`src/rtl/alu_seq_pkg.sv`:
```
// Shared definitions for the ALU operand sequencer.
//
// state_e is encoded so that the state register can be driven straight onto
// the phase LED output: 00 IDLE, 01 HAVE_A, 10 ISSUE, 11 DONE.
// The OP_* constants name the 2-bit ALU op codes carried on ALUcontrol/op.
package alu_seq_pkg;

  typedef enum logic [1:0] {
    IDLE   = 2'b00,
    HAVE_A = 2'b01,
    ISSUE  = 2'b10,
    DONE   = 2'b11
  } state_e;

  localparam logic [1:0] OP_ADD = 2'b00;
  localparam logic [1:0] OP_SUB = 2'b01;
  localparam logic [1:0] OP_AND = 2'b10;
  localparam logic [1:0] OP_OR  = 2'b11;

endpackage

```
`src/rtl/sync_edge.sv`:
```
// Two-flop synchronizer followed by a falling-edge detector.
//
// Ports:
//   clk    - sampling clock
//   rst_n  - asynchronous active-low reset
//   din    - asynchronous level input (active-low key)
//   level  - synchronized copy of din
//   fall   - one-cycle pulse when the synchronized level goes 1 -> 0
//
// The synchronizer flops reset to RstVal (released). The edge detector stays
// disarmed until the synchronizer has been refilled with real samples, so a
// key already held down across reset release does not produce a pulse; a
// genuine release must be seen before the next press is reported.
module sync_edge #(
  parameter logic RstVal = 1'b1
) (
  input  logic clk,
  input  logic rst_n,
  input  logic din,
  output logic level,
  output logic fall
);

  logic       meta_q;
  logic       sync_q;
  logic       prev_q;
  logic [1:0] fill_q;

  always_ff @(posedge clk or negedge rst_n) begin
    if (!rst_n) begin
      meta_q <= RstVal;
      sync_q <= RstVal;
      prev_q <= 1'b0;
      fill_q <= 2'b00;
    end else begin
      meta_q <= din;
      sync_q <= meta_q;
      fill_q <= {fill_q[0], 1'b1};
      // Until fill_q[1] is set, sync_q still holds the reset value.
      prev_q <= fill_q[1] ? sync_q : 1'b0;
    end
  end

  assign level = sync_q;
  assign fall  = prev_q & ~sync_q;

endmodule

```
`src/rtl/alu_operand_sequencer.sv`:
```
// Entry stage for the 8-bit ALU datapath.
//
// Turns presses of the shared entry key into one complete operation
// (operand A + op code, then operand B) and offers it downstream with a
// valid/ready handshake. A cancel key, an abandon timeout while waiting for
// operand B, and a phase indicator for LEDs are provided.
//
// Ports:
//   CLK50M       - 50 MHz system clock
//   RSTb         - asynchronous active-low reset
//   KEYb         - debounced entry key, active-low, asynchronous
//   CANCELb      - debounced cancel key, active-low level, asynchronous
//   INPUT        - shared operand switches
//   ALUcontrol   - op switches (ADD/SUB/AND/OR)
//   ready        - downstream accepts when high together with valid
//   A, B, op     - captured operation
//   valid        - operation offered downstream (registered)
//   phase        - 00 IDLE, 01 HAVE_A, 10 ISSUE, 11 DONE
//   timeout_flag - sticky: last entry was abandoned by timeout
module alu_operand_sequencer
  import alu_seq_pkg::*;
#(
  parameter int unsigned N              = 8,
  parameter int unsigned TIMEOUT_CYCLES = 500000000
) (
  input  logic         CLK50M,
  input  logic         RSTb,
  input  logic         KEYb,
  input  logic         CANCELb,
  input  logic [N-1:0] INPUT,
  input  logic [1:0]   ALUcontrol,
  input  logic         ready,
  output logic [N-1:0] A,
  output logic [N-1:0] B,
  output logic [1:0]   op,
  output logic         valid,
  output logic [1:0]   phase,
  output logic         timeout_flag
);

  localparam int unsigned CntW = $clog2(TIMEOUT_CYCLES);
  localparam logic [CntW-1:0] CntLast = CntW'(TIMEOUT_CYCLES - 1);

  // Key conditioning
  logic key_level_unused;
  logic press_evt;
  logic cancel_sync;
  logic cancel_fall_unused;
  logic cancel_lvl;

  sync_edge #(
    .RstVal(1'b1)
  ) u_key_sync (
    .clk  (CLK50M),
    .rst_n(RSTb),
    .din  (KEYb),
    .level(key_level_unused),
    .fall (press_evt)
  );

  sync_edge #(
    .RstVal(1'b1)
  ) u_cancel_sync (
    .clk  (CLK50M),
    .rst_n(RSTb),
    .din  (CANCELb),
    .level(cancel_sync),
    .fall (cancel_fall_unused)
  );

  assign cancel_lvl = ~cancel_sync;

  // State
  state_e          state_q, state_d;
  logic [N-1:0]    a_q, a_d;
  logic [N-1:0]    b_q, b_d;
  logic [1:0]      op_q, op_d;
  logic            valid_q, valid_d;
  logic            tflag_q, tflag_d;
  logic [CntW-1:0] cnt_q, cnt_d;

  always_ff @(posedge CLK50M or negedge RSTb) begin
    if (!RSTb) begin
      state_q <= IDLE;
      a_q     <= '0;
      b_q     <= '0;
      op_q    <= OP_ADD;
      valid_q <= 1'b0;
      tflag_q <= 1'b0;
      cnt_q   <= '0;
    end else begin
      state_q <= state_d;
      a_q     <= a_d;
      b_q     <= b_d;
      op_q    <= op_d;
      valid_q <= valid_d;
      tflag_q <= tflag_d;
      cnt_q   <= cnt_d;
    end
  end

  always_comb begin
    state_d = state_q;
    a_d     = a_q;
    b_d     = b_q;
    op_d    = op_q;
    tflag_d = tflag_q;
    cnt_d   = cnt_q;

    unique case (state_q)
      IDLE: begin
        if (press_evt) begin
          a_d     = INPUT;
          op_d    = ALUcontrol;
          tflag_d = 1'b0;
          cnt_d   = '0;
          state_d = HAVE_A;
        end
      end

      HAVE_A: begin
        // Priority: cancel > press > timeout.
        if (cancel_lvl) begin
          state_d = IDLE;
        end else if (press_evt) begin
          b_d     = INPUT;
          state_d = ISSUE;
        end else if (cnt_q == CntLast) begin
          tflag_d = 1'b1;
          state_d = IDLE;
        end else if (cnt_q != '1) begin
          cnt_d = cnt_q + 1'b1;
        end
      end

      ISSUE: begin
        // Key and cancel are dropped here: an offered operation is never withdrawn.
        if (ready) begin
          state_d = DONE;
        end
      end

      DONE: begin
        if (cancel_lvl) begin
          state_d = IDLE;
        end else if (press_evt) begin
          a_d     = INPUT;
          op_d    = ALUcontrol;
          tflag_d = 1'b0;
          cnt_d   = '0;
          state_d = HAVE_A;
        end
      end

      default: state_d = IDLE;
    endcase

    // valid is registered from the next state, so ready never reaches it combinationally.
    valid_d = (state_d == ISSUE);
  end

  assign A            = a_q;
  assign B            = b_q;
  assign op           = op_q;
  assign valid        = valid_q;
  assign phase        = state_q;
  assign timeout_flag = tflag_q;

endmodule

```
`config.mk`:
```
export PLATFORM = sky130hd
export DESIGN_NAME = alu_operand_sequencer
export DESIGN_NICKNAME = d
export VERILOG_FILES = /design/src/rtl/alu_seq_pkg.sv /design/src/rtl/sync_edge.sv /design/src/rtl/alu_operand_sequencer.sv
export SDC_FILE = /design/constraint.sdc
export NUM_CORES = 1
export LEC_CHECK = 0
export ABC_AREA = 1
export ABC_CLOCK_PERIOD_IN_PS = 2990
export CORE_UTILIZATION = 35
export CTS_CLUSTER_DIAMETER = 40
export DETAILED_ROUTE_END_ITERATION = 10
export MAX_ROUTING_LAYER = met4
export SLEW_MARGIN = 20
export SYNTH_ARGS = -nofsm -noshare
export SYNTH_HDL_FRONTEND = slang
export SYNTH_HIERARCHICAL = 1
export SYNTH_SLANG_ARGS = --single-unit
```
`constraint.sdc`:
```
create_clock -name CLK50M -period 2.99 [get_ports CLK50M]
set_input_delay 0.4485 -clock CLK50M [delete_from_list [all_inputs] [get_ports CLK50M]]
set_output_delay 0.4485 -clock CLK50M [all_outputs]
set_load 0.03 [all_outputs]
```
==> impl_metrics.json <==
{
  "antenna_cells": 0,
  "intPower_mw": 1.83,
  "dp_hpwl_um": 5990,
  "port_buffers": 36,
  "p_switching_mw": 1.15,
  "drt_wl_total_um": 8020,
  "r2r_end": "cnt_q[3]",
  "period_share_pct": 75.4,
  "critPathMaxFanout": 33,
  "pwr-share-clk_pct": 27.4,
  "clkTransAtPathRegs_ns": 0.07,
  "fin_crit_ns": 2.25,
  "fin_skew_ns": 0.00490,
  "pre_cts_slack_ns": 0.733,
  "cts_sinks": 58,
  "worstMarginPinSlew_ns": 0.640,
  "synthCells": 478,
  "synth_area_per_cell_um2": 7.32,
  "fin_hold_ws_ns": 0.110,
  "grt_pass1_vias": 2994,
  "gp_congestion": 0.891,
  "fin_setup_tns_ns": 0,
  "fillers": 1065,
  "antenna_found_initial": 0,
  "initial_core_util_pct": 35.9,
  "cts-root-buf": "clkbuf_8",
  "final_common_cell": "nand2_1",
  "viasPerCell": 4.55,
  "final_nets": 537,
  "critPathCapture": "cnt_q[3]",
  "rr_startpoint": "phase[1]",
  "design.die.area_um2": 10400,
  "p_leak_nw": 1.87,
  "power_frac_seq_pct": 35.1,
  "grt_use_total_pct": 17.8,
  "start_kind": "flop",
  "cts_max_level": 3,
  "overflow": 0,
  "crit_required_ns": 3.26,
  "cp.arrival_ns": 2.52,
  "cts-resized-gates": 0,
  "drive_gt1_share_pct": 10.9,
  "syn_to_final_growth_pct": 19.2,
  "syn_area_um2": 3500,
  "crit_start": "phase[1]",
  "drv_cap": 0,
  "vias": 2982,
  "drc_errors": 0,
  "cts_tree": "done",
  "p_sw_share_pct": 38.6,
  "fin_ws_ns": 0.737,
  "clkLatencyLatePin_ns": 0.34,
  "hold_violations": 0,
  "clock_path_buffers": 2,
  "layout_common_cells": "189 x nand2_1, 70 x nor2_1, 54 x dfrtp_1",
  "yosysWarningCount": 6,
  "syn_nets": 498,
  "hp-class": "input port to async pin",
  "drv_slew": 0,
  "slew_headroom_pct": 57.2,
  "routedWlPerCell_um": 12.2,
  "grt_pass1_wl_um": 13900,
  "p_comb_share_pct": 37.5,
  "fin_util_pct": 42.9,
  "finalSetupViolCount": 0,
  "numCtsBuffers": 9,
  "grt_max_degree": 34,
  "cts_setup_buffers": 0,
  "fp.dieH_um": 102,
  "status": "completed",
  "crit_type": "flop to flop",
  "ios": 37,
  "drt_iter0_drc": 109,
  "reg2reg_depth": 11,
  "r2r_slack_ns": 0.74,
  "finalPower_mw": 2.98,
  "rows": 36,
  "firstDrtPassIters": 5,
  "p_per_area_nw_per_um2": 716,
  "die_x_um": 102,
  "fmax_ghz": 0.444,
  "critPathCaptureType": "flop",
  "rsz0062_at_grt": "no",
  "postCtsHoldBufs": 0,
  "drt.antenna.violating_nets": 0,
  "core_area_um2": 9730,
  "peakVddDrop_mv": 0.480
}
sequential cells by signal (all words and copies together) (netlist names):
signal / flops
op: 2
u_cancel_sync/meta_q: 1
B: 8
phase: 2
timeout_flag: 1
u_key_sync/meta_q: 1
cnt_q: 29
u_key_sync/level: 1
u_cancel_sync/level: 1
A: 8
u_key_sync/prev_q: 1
u_key_sync/fill_q: 2
valid: 1
critical path, cell delays in order (launching register included):
cell and delay, ns:
dfrtp_1 0.44, inv_1 0.10, ha_1 0.46, nand2_1 0.13, inv_2 0.09, a21oi_2 0.05, a21oi_4 0.22, nand2_4 0.08
nor2_4 0.07, buf_4 0.35, nand2_1 0.11, o21ai_2 0.07
per-stage QoR:
step / area, um^2 / cells
finish: 4170 / 655
global route: 4170 / 655
floorplan: 3500 / 478
global placement: 3950 / 639
detailed placement: 3950 / 639
CTS: 4170 / 655
worst min path at each step:
stage / from / depth (start not counted) / end / slack (ns)
2_1_floorplan: RSTb / 0 / A[0] / 0.15
3_3_place_gp: u_key_sync/fill_q[0] / 0 / u_key_sync/fill_q[1] / 0.34
3_5_place_dp: u_key_sync/fill_q[0] / 0 / u_key_sync/fill_q[1] / 0.34
4_1_cts: RSTb / 1 / cnt_q[2] / 0.12
5_1_grt: RSTb / 1 / cnt_q[2] / 0.15
6_report: RSTb / 1 / cnt_q[2] / 0.11
area by class of cell:
cell class	count	area, um^2	area share [%]
timing repair buffer	39	390	9.36
inverter	46	174	4.17
sequential	58	1460	34.9
clock buffer	10	128	3.06
multi-input combinational	363	1760	42.3
clock inverter	6	91.3	2.19
tap	133	166	3.99
per-layer routing:
metal	track usage, %	share of wire, %	vias to the layer above
met5	-	0	-
met4	5.27	1.1	0
met3	4.31	4.9	9
met2	28.5	47	58
met1	22.3	47	1374
li1	-	-	1541
power by group through the flow:
stage	clock [mW]	sequential, mW	combinational (mW)
floorplan	0	1.33	0.471
global placement	0	1.05	1.12
detailed placement	0	1.06	1.14
CTS	0.847	1.05	1.14
global route	0.879	1.07	1.22
finish	0.818	1.05	1.12
Note: power is estimated with default switching activity, not from simulation.
